### src/rtl/frac_baud_generator.sv
// Fractional baud / oversample tick generator.
// Produces an oversample tick whose average period is div_int + div_frac/2^NB_FRAC
// clock cycles, plus a bit-rate tick every OVERSAMPLE ticks. New divisors are staged
// in a shadow register and applied only at safe points so the tick stream never glitches.
module frac_baud_generator #(
    parameter int NB_DIV       = 16,
    parameter int NB_FRAC      = 4,
    parameter int OVERSAMPLE   = 16,
    parameter int DEFAULT_DIV  = 651,
    parameter int DEFAULT_FRAC = 1
) (
    input  logic                          i_clk,
    input  logic                          i_reset_n,
    input  logic                          i_enable,
    input  logic                          i_load,
    input  logic [NB_DIV-1:0]             i_div_int,
    input  logic [NB_FRAC-1:0]            i_div_frac,
    input  logic                          i_sync,
    output logic                          o_tick,
    output logic                          o_bit_tick,
    output logic [$clog2(OVERSAMPLE)-1:0] o_tick_idx,
    output logic                          o_cfg_pending,
    output logic                          o_cfg_err
);

    localparam int                NB_IDX   = $clog2(OVERSAMPLE);
    localparam logic [NB_IDX-1:0] IDX_LAST = NB_IDX'(OVERSAMPLE - 1);

    // Active and shadow divisor state
    logic [NB_DIV-1:0]  r_div_int_act;
    logic [NB_FRAC-1:0] r_div_frac_act;
    logic [NB_DIV-1:0]  r_div_int_shd;
    logic [NB_FRAC-1:0] r_div_frac_shd;
    logic               r_pending;
    logic               r_cfg_err;

    // Phase state
    logic [NB_DIV-1:0]  r_counter;
    logic [NB_FRAC-1:0] r_acc;
    logic               r_carry;
    logic [NB_IDX-1:0]  r_idx;
    logic               r_tick;
    logic               r_bit_tick;

    // Derived combinational values
    logic [NB_DIV:0]    w_period;
    logic [NB_DIV:0]    w_period_m1;
    logic               w_terminal;
    logic [NB_FRAC:0]   w_acc_sum;
    logic               w_apply;
    logic               w_load_ok;

    // Interval length, terminal detection, fractional accumulation and the apply condition
    always_comb begin
        w_period    = {1'b0, r_div_int_act} + {{NB_DIV{1'b0}}, r_carry};
        w_period_m1 = w_period - (NB_DIV + 1)'(1);
        w_terminal  = ({1'b0, r_counter} == w_period_m1);
        w_acc_sum   = {1'b0, r_acc} + {1'b0, r_div_frac_act};
        w_apply     = r_pending & (i_sync | ~i_enable | w_terminal);
        w_load_ok   = (i_div_int >= NB_DIV'(2));
    end

    // Shadow capture, validation and promotion of the shadow divisor to active
    always_ff @(posedge i_clk or negedge i_reset_n) begin
        if (!i_reset_n) begin
            r_div_int_act  <= NB_DIV'(DEFAULT_DIV);
            r_div_frac_act <= NB_FRAC'(DEFAULT_FRAC);
            r_div_int_shd  <= NB_DIV'(DEFAULT_DIV);
            r_div_frac_shd <= NB_FRAC'(DEFAULT_FRAC);
            r_pending      <= 1'b0;
            r_cfg_err      <= 1'b0;
        end else begin
            if (w_apply) begin
                r_div_int_act  <= r_div_int_shd;
                r_div_frac_act <= r_div_frac_shd;
                r_pending      <= 1'b0;
            end
            if (i_load) begin
                if (w_load_ok) begin
                    r_div_int_shd  <= i_div_int;
                    r_div_frac_shd <= i_div_frac;
                    r_pending      <= 1'b1;
                    r_cfg_err      <= 1'b0;
                end else begin
                    r_cfg_err      <= 1'b1;
                end
            end
        end
    end

    // Period counter, fractional carry, tick index and tick pulse generation
    always_ff @(posedge i_clk or negedge i_reset_n) begin
        if (!i_reset_n) begin
            r_counter  <= '0;
            r_acc      <= '0;
            r_carry    <= 1'b0;
            r_idx      <= '0;
            r_tick     <= 1'b0;
            r_bit_tick <= 1'b0;
        end else if (i_sync) begin
            r_counter  <= '0;
            r_acc      <= '0;
            r_carry    <= 1'b0;
            r_idx      <= '0;
            r_tick     <= 1'b0;
            r_bit_tick <= 1'b0;
        end else if (!i_enable) begin
            r_tick     <= 1'b0;
            r_bit_tick <= 1'b0;
            if (r_pending) begin
                r_counter <= '0;
                r_acc     <= '0;
                r_carry   <= 1'b0;
            end
        end else if (w_terminal) begin
            r_counter  <= '0;
            r_tick     <= 1'b1;
            r_bit_tick <= (r_idx == IDX_LAST);
            r_idx      <= (r_idx == IDX_LAST) ? '0 : r_idx + NB_IDX'(1);
            if (r_pending) begin
                r_acc   <= '0;
                r_carry <= 1'b0;
            end else begin
                r_acc   <= w_acc_sum[NB_FRAC-1:0];
                r_carry <= w_acc_sum[NB_FRAC];
            end
        end else begin
            r_counter  <= r_counter + NB_DIV'(1);
            r_tick     <= 1'b0;
            r_bit_tick <= 1'b0;
        end
    end

    assign o_tick        = r_tick;
    assign o_bit_tick    = r_bit_tick;
    assign o_tick_idx    = r_idx;
    assign o_cfg_pending = r_pending;
    assign o_cfg_err     = r_cfg_err;

endmodule

### config.mk
export PLATFORM = sky130hd
export DESIGN_NAME = frac_baud_generator
export DESIGN_NICKNAME = d
export VERILOG_FILES = /design/src/rtl/frac_baud_generator.sv
export SDC_FILE = /design/constraint.sdc
export NUM_CORES = 1
export LEC_CHECK = 0
export BUFFER_PORTS_ARGS = -buffer_cell sky130_fd_sc_hd__buf_2
export CAP_MARGIN = 10
export CORE_MARGIN = 2
export CORE_UTILIZATION = 54
export CTS_CLUSTER_SIZE = 10
export DETAILED_ROUTE_END_ITERATION = 8
export PLACE_DENSITY = 0.74
export SLEW_MARGIN = 20
export SYNTH_ARGS = -nofsm -noshare
export SYNTH_HDL_FRONTEND = slang
export SYNTH_SLANG_ARGS = --single-unit
### constraint.sdc
create_clock -name i_clk -period 3.1 [get_ports i_clk]
set_clock_uncertainty 0.1 [all_clocks]
set_input_delay 0.155 -clock i_clk [delete_from_list [all_inputs] [get_ports i_clk]]
set_output_delay 0.155 -clock i_clk [all_outputs]
set_load 0.005 [all_outputs]
# Word level (Yosys, flattened, before mapping)
# Cells that the tools add are included.
# word_totals
reg_bits	69
inputBits	25
out_inout_bits	8
elab_cells	59
# classes
n_addsub	5
magnitude_cmp	1
n_eq_ne	3
mux	28
bitwise_logic	4
n_reduce_logical	6
# op_table
cell	n
two-way mux 16 bit	4
two-way mux 4 bit	9
adder 16 x 1 -> 17 bit	1
== test 16 x 17 -> 1 bit	1
subtractor 17 x 1 -> 17 bit, second input constant	1
adder 16 x 1 -> 16 bit, second input constant	1
>= comparator 16 x 2 -> 1 bit, second input constant	1
two-way mux 1 bit	15
AND reduction 2 bit	3
adder 4 x 4 -> 5 bit	1
adder 4 x 1 -> 4 bit, second input constant	1
== test 4 bit, second input constant	1
nonzero test 2 bit	2
!= test 3 x 1 -> 1 bit, second input constant	1
nonzero test 3 bit	1
bitwise OR 1 bit	2
bitwise AND 1 bit	1
NOT 1 bit	1

# Depth between registers and ports, before layout
# Gate-level depths: netlist of the first run.
# depth
word_depth	8
mapped_depth	12
depth_no_buf	10

# Worst setup path before layout of the first run
# OpenSTA, ideal clock, no wires.
# synth_path
kind	register to register
from	register r_carry
to	register r_div_frac_act[1]
setup_time_ns	0.125
arrival_time_ns	3.005
t_required_ns	2.875
path_slack_ns	-0.130
stages_incl_launch_ff	13
n_path_buf	2
period_less_slack_ns	3.230
path_cell_list	dfrtp_1 inv_1 ha_1 ha_1 or4b_1 buf_2 or4_4 mux2i_1 mux2i_1 o2111a_1 o31ai_4 buf_6 mux2_4
# synth_via
elab_chain_cells	5
# synth_rtl
item	line	rtl
from (decl)	40	logic r_carry;
from (signal assigned)	125	r_carry <= w_acc_sum[NB_FRAC];
adder 16 x 1 -> 17 bit	55	w_period = {1'b0, r_div_int_act} + {{NB_DIV{1'b0}}, r_carry};
subtractor 17 x 1 -> 17 bit	56	w_period_m1 = w_period - (NB_DIV + 1)'(1);
== test 16 x 17 -> 1 bit	57	w_terminal = ({1'b0, r_counter} == w_period_m1);
bitwise OR 1 bit	59	w_apply = r_pending & (i_sync | ~i_enable | w_terminal);
bitwise AND 1 bit	59	
to (signal assigned)	67	r_div_frac_act <= NB_FRAC'(DEFAULT_FRAC);
to (signal assigned)	75	r_div_frac_act <= r_div_frac_shd;
to (decl)	31	logic [NB_FRAC-1:0] r_div_frac_act;
# Every way passes these cells.
# A chain may end at the register's enable or synchronous reset.

# Final worst setup path of the first run
# layout_path
from	register r_carry
to	register r_div_int_act[10]
# layout_via
elab_chain_cells	5
# layout_rtl
item	line	rtl
adder 16 x 1 -> 17 bit	55	
subtractor 17 x 1 -> 17 bit	56	
== test 16 x 17 -> 1 bit	57	
bitwise OR 1 bit	59	
bitwise AND 1 bit	59	
to (signal assigned)	66	r_div_int_act <= NB_DIV'(DEFAULT_DIV);
to (signal assigned)	74	r_div_int_act <= r_div_int_shd;
to (decl)	30	logic [NB_DIV-1:0] r_div_int_act;
# Every way passes these cells.

==> results by group, run 1 <==
Status
  • Run status: complete, but fails checks
  • Failing checks: setup timing

Timing
  • Worst Tran Pin Value: slightly above 800 ps
  • Worst relative slew slack: 0.445
  • Setup ws final: -205 ps
  • Endpoints failing setup: 34
  • Tmin final: ~3300 ps
  • F_max: 303 MHz
  • Hold WS: about 100 ps
  • Final Hold Vio Count: 0
  • Period utilization: 1.07
  • RSZ-0062 raised after global routing: true
  • Final slew viol count: 0

Route
  • WL final: 9.17 mm
  • Post-route ant nets: 0
  • Post-route DRC violation count: 0
  • 1st-iter DRT viols: 146
  • Vias: roughly 2.9k
  • Number of vias per cell: 5.61
  • DR pass1 iterations: 4
  • Drt wl/cell: between 15 and 20 um

Yosys
  • Share of the synthesized area in the top cell type: 0.376
  • Fraction of the yosys area taken by sequential cells: 0.459
  • Ys flop type: dfrtp_1
  • Largest cells by area after synthesis: dfrtp_1 38%, dfstp_2 8.3%, mux2_4 7.9%
  • Avg Inst Size Synth: approximately 11 um^2
  • Post-synthesis cell type count: 60
  • Syn Nets: between 300 and 400
  • FF+latch count, synth: around 70
  • Post-Synthesis Cells: around 340
  • Area leader, netlist: dfrtp_1
  • Yosys Warn Count: 0
  • Ys async rst share: 1.00
  • Post-Syn Area: 0.00379 mm^2
  • EDFF count, synth: 0

Run
  • Max-cap check violation count: 0

Floorplanning
  • DIE AREA: slightly below 0.008 mm^2
  • DIE WIDTH: ~90 um
  • Die Ht: ~88 um
  • I/O Pins: 33
  • Rows: 30
  • Core area: around 0.0068 mm^2
  • Initial Util: 0.558

Pwr
  • PD cells: 495 mW/mm^2
  • Power Total: between 2 and 2.5 mW
  • Leak: ~2.1 nW
  • Peak supply drop: 0.384 mV

Worst setup path
  • Worst path bufs/invs: 3
  • Startpoint Class: flop
  • CP Max Fanout: 6
  • WP data required: about 3200 ps
  • Worst setup EP type: flop
  • Worst path cell trace: inv_2, ha_4, ha_4, or4b_4, or4_4, mux2i_2, mux2i_2, o2111a_2, o31ai_4, buf_12, clkbuf_16, mux2_4
  • R2R Path End: r_div_int_act[10]
  • FF-to-FF Start: r_carry
  • Family with the most delay on the worst path: simple AND/OR/NAND/NOR gates
  • Slowest stage delay, CP: 520 ps
  • Slowest CP cell: or4b_4
  • R2r worst-path depth: 12
  • R2r setup slk: -210 ps
  • Worst setup path category: flop to flop
  • Worst path arrival time: between 3000 and 4000 ps

Placement
  • Post-Place Setup Slack: -143 ps
  • Port Buffers: 32
  • HPWL after DPL: between 5 and 6 mm
  • Routability congestion estimate: 0.859

GRT
  • Largest net degree at the start of global routing: 29
  • Overflow after GRT: 0
  • Vias in the first global route: ~2.8k
  • Global-route wire length before repair: ~14 mm
  • GRT Total Usage: 0.234
  • Initial antenna violation count: 0

Cells and area
  • Commonest cells after routing, fill and taps aside: 57 x dfrtp_1, 32 x buf_2, 26 x nor2_1
  • Leading cell type in the layout, fill and taps excluded: dfrtp_1
  • N_diodes: 0
  • Final core utilization: 0.732
  • Area delta synth->final: 31.1%
  • Layout cells sized above 1: 0.410
  • Final #Nets: roughly 450

Clock network
  • Clock tree buffer depth: 2
  • Root Buffer: clkbuf_8
  • Clock-pin slew on the worst setup and hold paths: ~80 ps
  • TritonCTS clock tree: built
  • Clk Latency, worst-skew pair: between 300 and 400 ps
  • Total CTS buffers: 9
  • H-tree depth: 3
  • Total clock sinks: between 60 and 70

Hold path
  • WHS Endpoint: o_tick
  • Hold WC Path Type: input pin to flop
  • Hold Crit Depth: 3
  • Hold Crit Start: i_enable
[kinds of logic after synthesis]
| family | after synthesis | share of synthesized area |
|---|---|---|
| AOI/OAI and AO/OA | 48 | 0.0957 |
| buffers and inverters | 30 | 0.0373 |
| DFF | 69 | 0.459 |
| xor gates and xnor gates | 26 | 0.0600 |
| muxes | 45 | 0.152 |
| and+or+nand+nor | 110 | 0.164 |
| adders and majority gates | 9 | 0.0317 |
[per-layer routing]
layer,up-vias,share of wire,GRT usage
li1,1392,-,-
met4,0,0.015,0.0699
met1,1435,0.43,0.314
met3,17,0.038,0.0622
met5,-,0,0
met2,64,0.51,0.375
[worst reg2reg max path: stages, from the launching register on]
cell and delay (ps):
dfrtp_1 390, inv_2 70, ha_4 150, ha_4 130, or4b_4 520, or4_4 470
mux2i_2 170, mux2i_2 230, o2111a_2 290, o31ai_4 70, buf_12 160, clkbuf_16 160
mux2_4 300
[per-stage QoR]
step	setup TNS [ps]	instance area, um^2	cells
floorplan	-373	3830	337
global placement	-1710	4210	472
detailed placement	-2820	4220	472
CTS	-2380	4700	511
global route	-7120	4970	518
finish	-3900	4970	518
[flip-flops by register name, summed over array words and instances, names as in the netlist]
name	flops
r_counter	16
o_cfg_pending	1
r_carry	1
r_div_int_act	16
r_div_int_shd	16
r_div_frac_shd	4
o_tick	1
o_tick_idx	4
r_acc	4
r_div_frac_act	4
o_cfg_err	1
o_bit_tick	1
[synth_stat cells (all sizes together) (6+ instances only)]
master and n:
ha 8, dfrtp 57, a31oi 8, nand3 18, inv 12, buf 8
xnor2 14, nor2 30, a21oi 10, nor4 6, xor2 12, dfstp 12
clkbuf 9, mux2 40, nor3 9, nand2 14
[where the power goes]
part	internal, mW	total [mW]	switching [mW]	leakage (nW)
Sequential	0.996	1.08	0.0801	0.854
Combinational	0.285	0.533	0.248	1.11
Clock	0.480	0.852	0.372	0.113
[how the worst max path moves through the flow]
stage	endpoint	from	cells after the start	slack, ps
floorplan	r_div_frac_act[1]	r_carry	12	-30
global placement	r_div_int_act[15]	r_carry	10	-90
detailed placement	r_div_int_act[4]	r_carry	10	-140
finish	r_div_int_act[10]	r_carry	12	-210
CTS	r_div_int_act[15]	r_carry	11	-130
global route	r_div_int_act[10]	r_carry	12	-270
[cell type report]
type | instances | area (um^2)
Inverter | 13 | 48.8
Multi-Input combinational cell | 238 | 2130
Clock buffer | 10 | 138
Fill cell | 418 | 1820
Clock inverter | 6 | 93.8
Tap cell | 96 | 120
Timing Repair Buffer | 86 | 703
Sequential cell | 69 | 1740
[timing repair]
action,in CTS,in global routing
endpoints found under the hold margin,39,0
hold buffers,22,0
endpoints found under the setup margin,35,47
setup buffers,1,3
gates cloned,1,4
pin swaps,5,9
resized for setup,6,36
(Power assumes the default switching activity.)
==> run 2, diff against run 1 <==
- TNS_END_PERCENT: default -> 10
==> run 2 against run 1 <==
Against the previous run:
- the run still ends with setup timing left
- critical path type unchanged
- sequential share of layout area up 1.1 points
- via count decreased by 1.9%
- sequential power hardly changed
- critical endpoint is now r_div_int_act[13]
- design area fell by 3.1%
- highest routed layer unchanged
==> results by group, run 2 (same netlist as run 1, synthesis figures left out) <==
Status
  • Run status: complete, but fails checks
  • Failing checks: setup timing

Worst setup path
  • FF-to-FF Start: r_carry
  • Worst path most repeated cell: ha_4
  • Worst path arrival time: 3450 ps (about the same)
  • R2r setup slk: -220 ps (about the same)
  • R2r worst-path depth: 12 (unchanged)
  • Worst path bufs/invs: 3 (unchanged)
  • Startpoint Class: flop
  • Slowest stage delay, CP: 520 ps (about the same)
  • CP Max Fanout: 6 (unchanged)
  • WP data required: 3240 ps (about the same)
  • Worst setup EP type: flop
  • Levels on crit path: 12 (unchanged)
  • Family with the most delay on the worst path: simple AND/OR/NAND/NOR gates
  • R2R Path End: r_div_int_act[13]
  • Worst path cell trace: inv_2, ha_4, ha_4, or4b_4, or4_4, mux2i_1, mux2i_2, o2111a_2, o31ai_4, buf_12, clkbuf_16, mux2_4
  • Slowest CP cell: or4b_4
  • Worst setup path category: flop to flop

Placement
  • Port Buffers: 32 (unchanged)
  • HPWL after DPL: 5.53 mm (unchanged)
  • Routability congestion estimate: 0.859 (unchanged)
  • DP Area: 0.00422 mm^2 (unchanged)

GRT
  • Initial antenna violation count: 0 (unchanged)
  • Vias in the first global route: 2852 (+1.4%)
  • Global-route wire length before repair: 13.7 mm (+0.86%)
  • Overflow after GRT: 0 (unchanged)
  • Largest net degree at the start of global routing: 29 (unchanged)
  • GRT Total Usage: 0.235 (+0.00146)

Cells and area
  • Commonest cells after routing, fill and taps aside: 57 x dfrtp_1, 32 x buf_2, 30 x nor2_1
  • Finished Cell Area: 0.00482 mm^2 (-3.1%)
  • Largest regs: r_counter (16), r_div_int_act (16), r_div_int_shd (16)
  • N_diodes: 0 (unchanged)
  • Layout cells sized above 1: 0.368 (-0.0424)
  • Area delta synth->final: 27.1%
  • Leading cell type in the layout, fill and taps excluded: dfrtp_1
  • Final #Nets: 448 (-0.67%)

Floorplanning
  • I/O Pins: 33 (unchanged)
  • Rows: 30 (unchanged)
  • DIE WIDTH: 87.8 um (unchanged)
  • DIE AREA: 0.00771 mm^2 (unchanged)
  • Die Ht: 87.8 um (unchanged)
  • Initial Util: 0.558 (unchanged)
  • Core area: 0.00679 mm^2 (unchanged)

Hold path
  • Hold Crit Depth: 3 (unchanged)
  • Hold Crit Start: i_enable
  • WHS Endpoint: o_bit_tick
  • Hold WC Path Type: input pin to flop

Route
  • Post-route ant nets: 0 (unchanged)
  • 1st-iter DRT viols: 134 (-8.2%)
  • WL final: 8.83 mm (-3.7%)
  • Vias: 2853 (-1.9%)
  • Post-route DRC violation count: 0 (unchanged)
  • Number of vias per cell: 5.54 (-1.3%)
  • Drt wl/cell: 17.1 um (-3.1%)
  • DR pass1 iterations: 4 (unchanged)

Timing
  • Endpoints failing setup: 37 (+8.8%)
  • F_max: 301 MHz (-0.38%)
  • Worst Tran Pin Value: 833 ps (+4.00 ps)
  • Setup TNS: -4260 ps (-358 ps)
  • Worst relative slew slack: 0.443 (-0.00268)
  • Tmin final: 3320 ps (+12.6 ps)
  • Final slew viol count: 0 (unchanged)
  • Setup ws final: -218 ps (-12.6 ps)
  • Period utilization: 1.07 (+0.00406)
  • Final Hold Vio Count: 0 (unchanged)
  • RSZ-0062 raised after global routing: true

Clock network
  • Root Buffer: clkbuf_8
  • TritonCTS clock tree: built
  • Total CTS buffers: 9 (unchanged)
  • Clock-pin slew on the worst setup and hold paths: 80 ps (about the same)
  • Clk Latency, worst-skew pair: 350 ps (about the same)
  • Clock tree buffer depth: 2 (unchanged)
  • H-tree depth: 3 (unchanged)
  • Total clock sinks: 69 (unchanged)

Pwr
  • Peak supply drop: 0.385 mV (+0.46%)
  • Internal power: 1.75 mW (-0.55%)
  • Clock share of power: 0.347 (about the same)
  • Psw: 678 uW (-3.2%)
  • Reg power frac: 0.442 (+0.005)
  • Comb pwr share: 0.210 (-0.007)
  • PD cells: 504 mW/mm^2 (+1.8%)
  • Leak: 2.06 nW (-1.1%)
  • Switch share: 0.279 (-0.00541)

Run
  • Max-cap check violation count: 0 (unchanged)
[run 2: cell count changes in the layout (fill, tap and decap cells not counted), moves of 2 or more]
cell	before	now
nor2_2	3	0
o21ai_0	1	4
nand3_2	3	0
a21oi_1	7	10
nand3_1	15	18
buf_6	6	3
a21oi_2	3	0
o21ai_2	3	0
nor2_1	26	30
a31oi_1	5	7
a31oi_4	3	0
[run 2: layer usage]
metal / GRT usage / routed length, um / up-vias
met2: 0.382 / 4410 / 74
met4: 0.0713 / 134 / 0
met5: 0 / 0 / -
met1: 0.311 / 3930 / 1378
met3: 0.0631 / 354 / 13
li1: - / - / 1388
[run 2: how the worst max path moves through the flow]
| stage | startpoint | endpoint | slack (ps) |
|---|---|---|---|
| 6_report | r_carry | r_div_int_act[13] | -220 |
| 4_1_cts | r_carry | r_div_int_act[15] | -140 |
| 5_1_grt | r_carry | r_div_int_act[13] | -290 |
| 3_3_place_gp | r_carry | r_div_int_act[15] | -90 |
| 3_5_place_dp | r_carry | r_div_int_act[4] | -140 |
| 2_1_floorplan | r_carry | r_div_frac_act[1] | -30 |
[run 2: power groups by stage]
stage	clock, mW	combinational (mW)	sequential, mW
2_1_floorplan	0	0.308	1.07
3_3_place_gp	0	0.426	1.08
3_5_place_dp	0	0.444	1.08
4_1_cts	0.855	0.469	1.07
5_1_grt	0.904	0.547	1.08
6_report	0.844	0.511	1.07
[run 2: metrics by stage]
stage / power (mW) / setup WS, ps / hold WS (ps) / utilization / std cells
3_3_place_gp: 1.51 / -94.1 / 5.83 / 0.620 / 472
3_5_place_dp: 1.53 / -143 / 9.32 / 0.621 / 472
5_1_grt: 2.53 / -286 / 90.2 / 0.709 / 515
2_1_floorplan: 1.38 / -26.7 / -241 / - / 337
4_1_cts: 2.39 / -138 / 70.6 / 0.690 / 510
6_report: 2.43 / -218 / 72.9 / 0.709 / 515
[run 2: cell type report]
| cell class | instances | area (um^2) |
|---|---|---|
| multi-input cells | 238 | 2010 |
| repair buffers | 83 | 669 |
| clock inverters | 6 | 93.8 |
| well taps | 96 | 120 |
| inverters | 13 | 48.8 |
| fillers | 449 | 1970 |
| flip-flops and latches | 69 | 1740 |
| clock buffers | 10 | 138 |
[run 2: worst reg2reg max path: stages, from the launching register on]
cell and delay, ps:
dfrtp_1 390, inv_2 70, ha_4 150, ha_4 130, or4b_4 520, or4_4 460
mux2i_1 160, mux2i_2 260, o2111a_2 290, o31ai_4 70, buf_12 160, clkbuf_16 160
mux2_4 300
[run 2: what timing repair did]
| action | in CTS | in global routing |
|---|---|---|
| cloned | 0 | 3 |
| setup endpoints to repair | 35 | 47 |
| gates resized for setup | 4 | 8 |
| setup buffers | 0 | 2 |
| hold endpoints to repair | 39 | 0 |
| hold buffers | 22 | 0 |
| pin swaps | 3 | 9 |
==> run 3, diff against run 2 <==
- RECOVER_POWER: default -> 50
==> run 3 against run 2 <==
Against the previous run:
- the flow still finishes with violations (setup timing)
- design area decreased by 0.21%
- largest power group unchanged
- count of clock-buffer cells in the layout unchanged
- critical path depth is the same
- largest cell class unchanged
- setup slack better by 1.9 ps
==> results by group, run 3 (same netlist as run 1, synthesis figures left out) <==
Status
  • Run status: complete, but fails checks
  • Failing checks: setup timing

Worst setup path
  • Critical path endpoint: r_div_int_act[13]
  • CP Max Fanout: 6 (unchanged)
  • Worst setup path category: flop to flop
  • R2r setup slk: -220 ps (about the same)
  • R2R Path End: r_div_int_act[13]
  • FF-to-FF Start: r_carry
  • WP data required: 3240 ps (about the same)
  • Critical Path Start: r_carry
  • R2r worst-path depth: 12 (unchanged)
  • Startpoint Class: flop
  • Worst path arrival time: 3450 ps (about the same)
  • Worst setup EP type: flop

Hold path
  • Hold WC Path Type: input pin to flop
  • Hold Crit Depth: 3 (unchanged)

Timing
  • RSZ-0062 raised after global routing: true
  • Setup ws final: -216 ps (+1.89 ps)
  • Final Hold Vio Count: 0 (unchanged)
  • Endpoints failing setup: 37 (unchanged)
  • Period utilization: 1.07 (about the same)
  • Tmin final: 3320 ps (-1.89 ps)
  • Final slew viol count: 0 (unchanged)
  • Worst Tran Pin Value: 1390 ps (+557 ps)
  • Worst relative slew slack: 0.0735 (-0.369)
  • F_max: 302 MHz (about the same)

Placement
  • Post-Place Setup Slack: -143 ps (unchanged)
  • DP Area: 0.00422 mm^2 (unchanged)
  • HPWL after DPL: 5.53 mm (unchanged)
  • Routability congestion estimate: 0.859 (unchanged)
  • Port Buffers: 32 (unchanged)

Floorplanning
  • I/O Pins: 33 (unchanged)
  • Core area: 0.00679 mm^2 (unchanged)
  • DIE AREA: 0.00771 mm^2 (unchanged)
  • DIE WIDTH: 87.8 um (unchanged)
  • Die Ht: 87.8 um (unchanged)
  • Rows: 30 (unchanged)
  • Initial Util: 0.558 (unchanged)

Cells and area
  • Layout cells sized above 1: 0.358 (-0.00955)
  • Leading cell type in the layout, fill and taps excluded: dfrtp_1
  • Largest regs: r_counter (16), r_div_int_act (16), r_div_int_shd (16)
  • Commonest cells after routing, fill and taps aside: 57 x dfrtp_1, 30 x nor2_1, 30 x buf_2
  • Finished Cell Area: 0.00481 mm^2 (-0.21%)
  • Area delta synth->final: 26.8%
  • Final #Nets: 448 (unchanged)
  • N_diodes: 0 (unchanged)

Pwr
  • Leak: 2.05 nW (-0.65%)
  • Peak supply drop: 0.386 mV (+0.14%)
  • Switch share: 0.279 (+0.000379)
  • Clock share of power: 0.348 (about the same)
  • Internal power: 1.75 mW (about the same)
  • PD cells: 505 mW/mm^2 (+0.18%)
  • Reg power frac: 0.442 (about the same)
  • Comb pwr share: 0.210 (about the same)
  • Psw: 678 uW (+0.10%)

GRT
  • Overflow after GRT: 0 (unchanged)
  • Initial antenna violation count: 0 (unchanged)
  • GRT Total Usage: 0.235 (unchanged)
  • Largest net degree at the start of global routing: 29 (unchanged)
  • Global-route wire length before repair: 13.7 mm (unchanged)
  • Vias in the first global route: 2852 (unchanged)

Route
  • Post-route DRC violation count: 0 (unchanged)
  • 1st-iter DRT viols: 131 (-2.2%)
  • WL final: 8.84 mm (+0.14%)
  • Drt wl/cell: 17.2 um (+0.14%)
  • Number of vias per cell: 5.55 (+0.25%)
  • Post-route ant nets: 0 (unchanged)
  • DR pass1 iterations: 4 (unchanged)
  • Vias: 2860 (+0.25%)

Clock network
  • Clock-pin slew on the worst setup and hold paths: 80 ps (about the same)
  • H-tree depth: 3 (unchanged)
  • Clock tree buffer depth: 2 (unchanged)
  • TritonCTS clock tree: built
  • Root Buffer: clkbuf_8
  • Total clock sinks: 69 (unchanged)
  • Clk Latency, worst-skew pair: 350 ps (about the same)
  • Total CTS buffers: 9 (unchanged)

Run
  • Max-cap check violation count: 0 (unchanged)
## run 3: per-layer routing
layer	vias to the layer above	global-route usage	part of all wire
li1	1387	-	-
met1	1381	0.311	0.44
met2	77	0.382	0.50
met3	15	0.0631	0.048
met4	0	0.0713	0.019
met5	-	0	0
## run 3: worst max-delay path, stage by stage (launching register included)
cell,delay [ps]
dfrtp_1,390
inv_2,70
ha_4,150
ha_4,130
or4b_4,520
or4_4,460
mux2i_1,160
mux2i_2,260
o2111a_2,290
o31ai_4,70
buf_12,160
clkbuf_16,150
mux2_4,300
## run 3: cell type report
cell class                      instances  area [um^2]
Clock buffer                           10          138
Clock inverter                          6         93.8
Fill cell                             454         1980
Inverter                               13         48.8
Multi-Input combinational cell        238         2010
Sequential cell                        69         1740
Tap cell                               96          120
Timing Repair Buffer                   83          659
## run 3: how the worst min path moves through the flow
| stage | from | end | slack, ps |
|---|---|---|---|
| 2_1_floorplan | i_reset_n | o_bit_tick | -240 |
| 3_3_place_gp | i_reset_n | r_div_frac_shd[2] | 6 |
| 3_5_place_dp | i_reset_n | r_div_frac_shd[2] | 9 |
| 4_1_cts | i_enable | o_tick | 70 |
| 5_1_grt | i_enable | o_bit_tick | 90 |
| 6_report | i_enable | o_bit_tick | 70 |
## run 3: metrics by stage
step | hold WS [ps] | power [mW] | utilization | instances | setup TNS (ps)
2_1_floorplan | -241 | 1.38 | - | 337 | -373
3_3_place_gp | 5.83 | 1.51 | 0.620 | 472 | -1710
3_5_place_dp | 9.32 | 1.53 | 0.621 | 472 | -2820
4_1_cts | 70.6 | 2.39 | 0.690 | 510 | -2520
5_1_grt | 90.2 | 2.53 | 0.708 | 515 | -8530
6_report | 72.7 | 2.43 | 0.708 | 515 | -4210
## run 3: power by group through the flow
stage               registers, mW  logic [mW]  clock network (mW)
floorplan                    1.07       0.308                   0
finish                       1.07       0.509               0.845
global route                 1.08       0.545               0.904
global placement             1.08       0.426                   0
detailed placement           1.08       0.444                   0
CTS                          1.07       0.469               0.855
## run 3: timing repair
| item | CTS | global route |
|---|---|---|
| cloned | 0 | 3 |
| setup buffers | 0 | 2 |
| resized for setup | 4 | 8 |
| setup endpoints to repair | 35 | 47 |
| endpoints found under the hold margin | 39 | 0 |
| hold buffers | 22 | 0 |
| pin swaps | 3 | 9 |
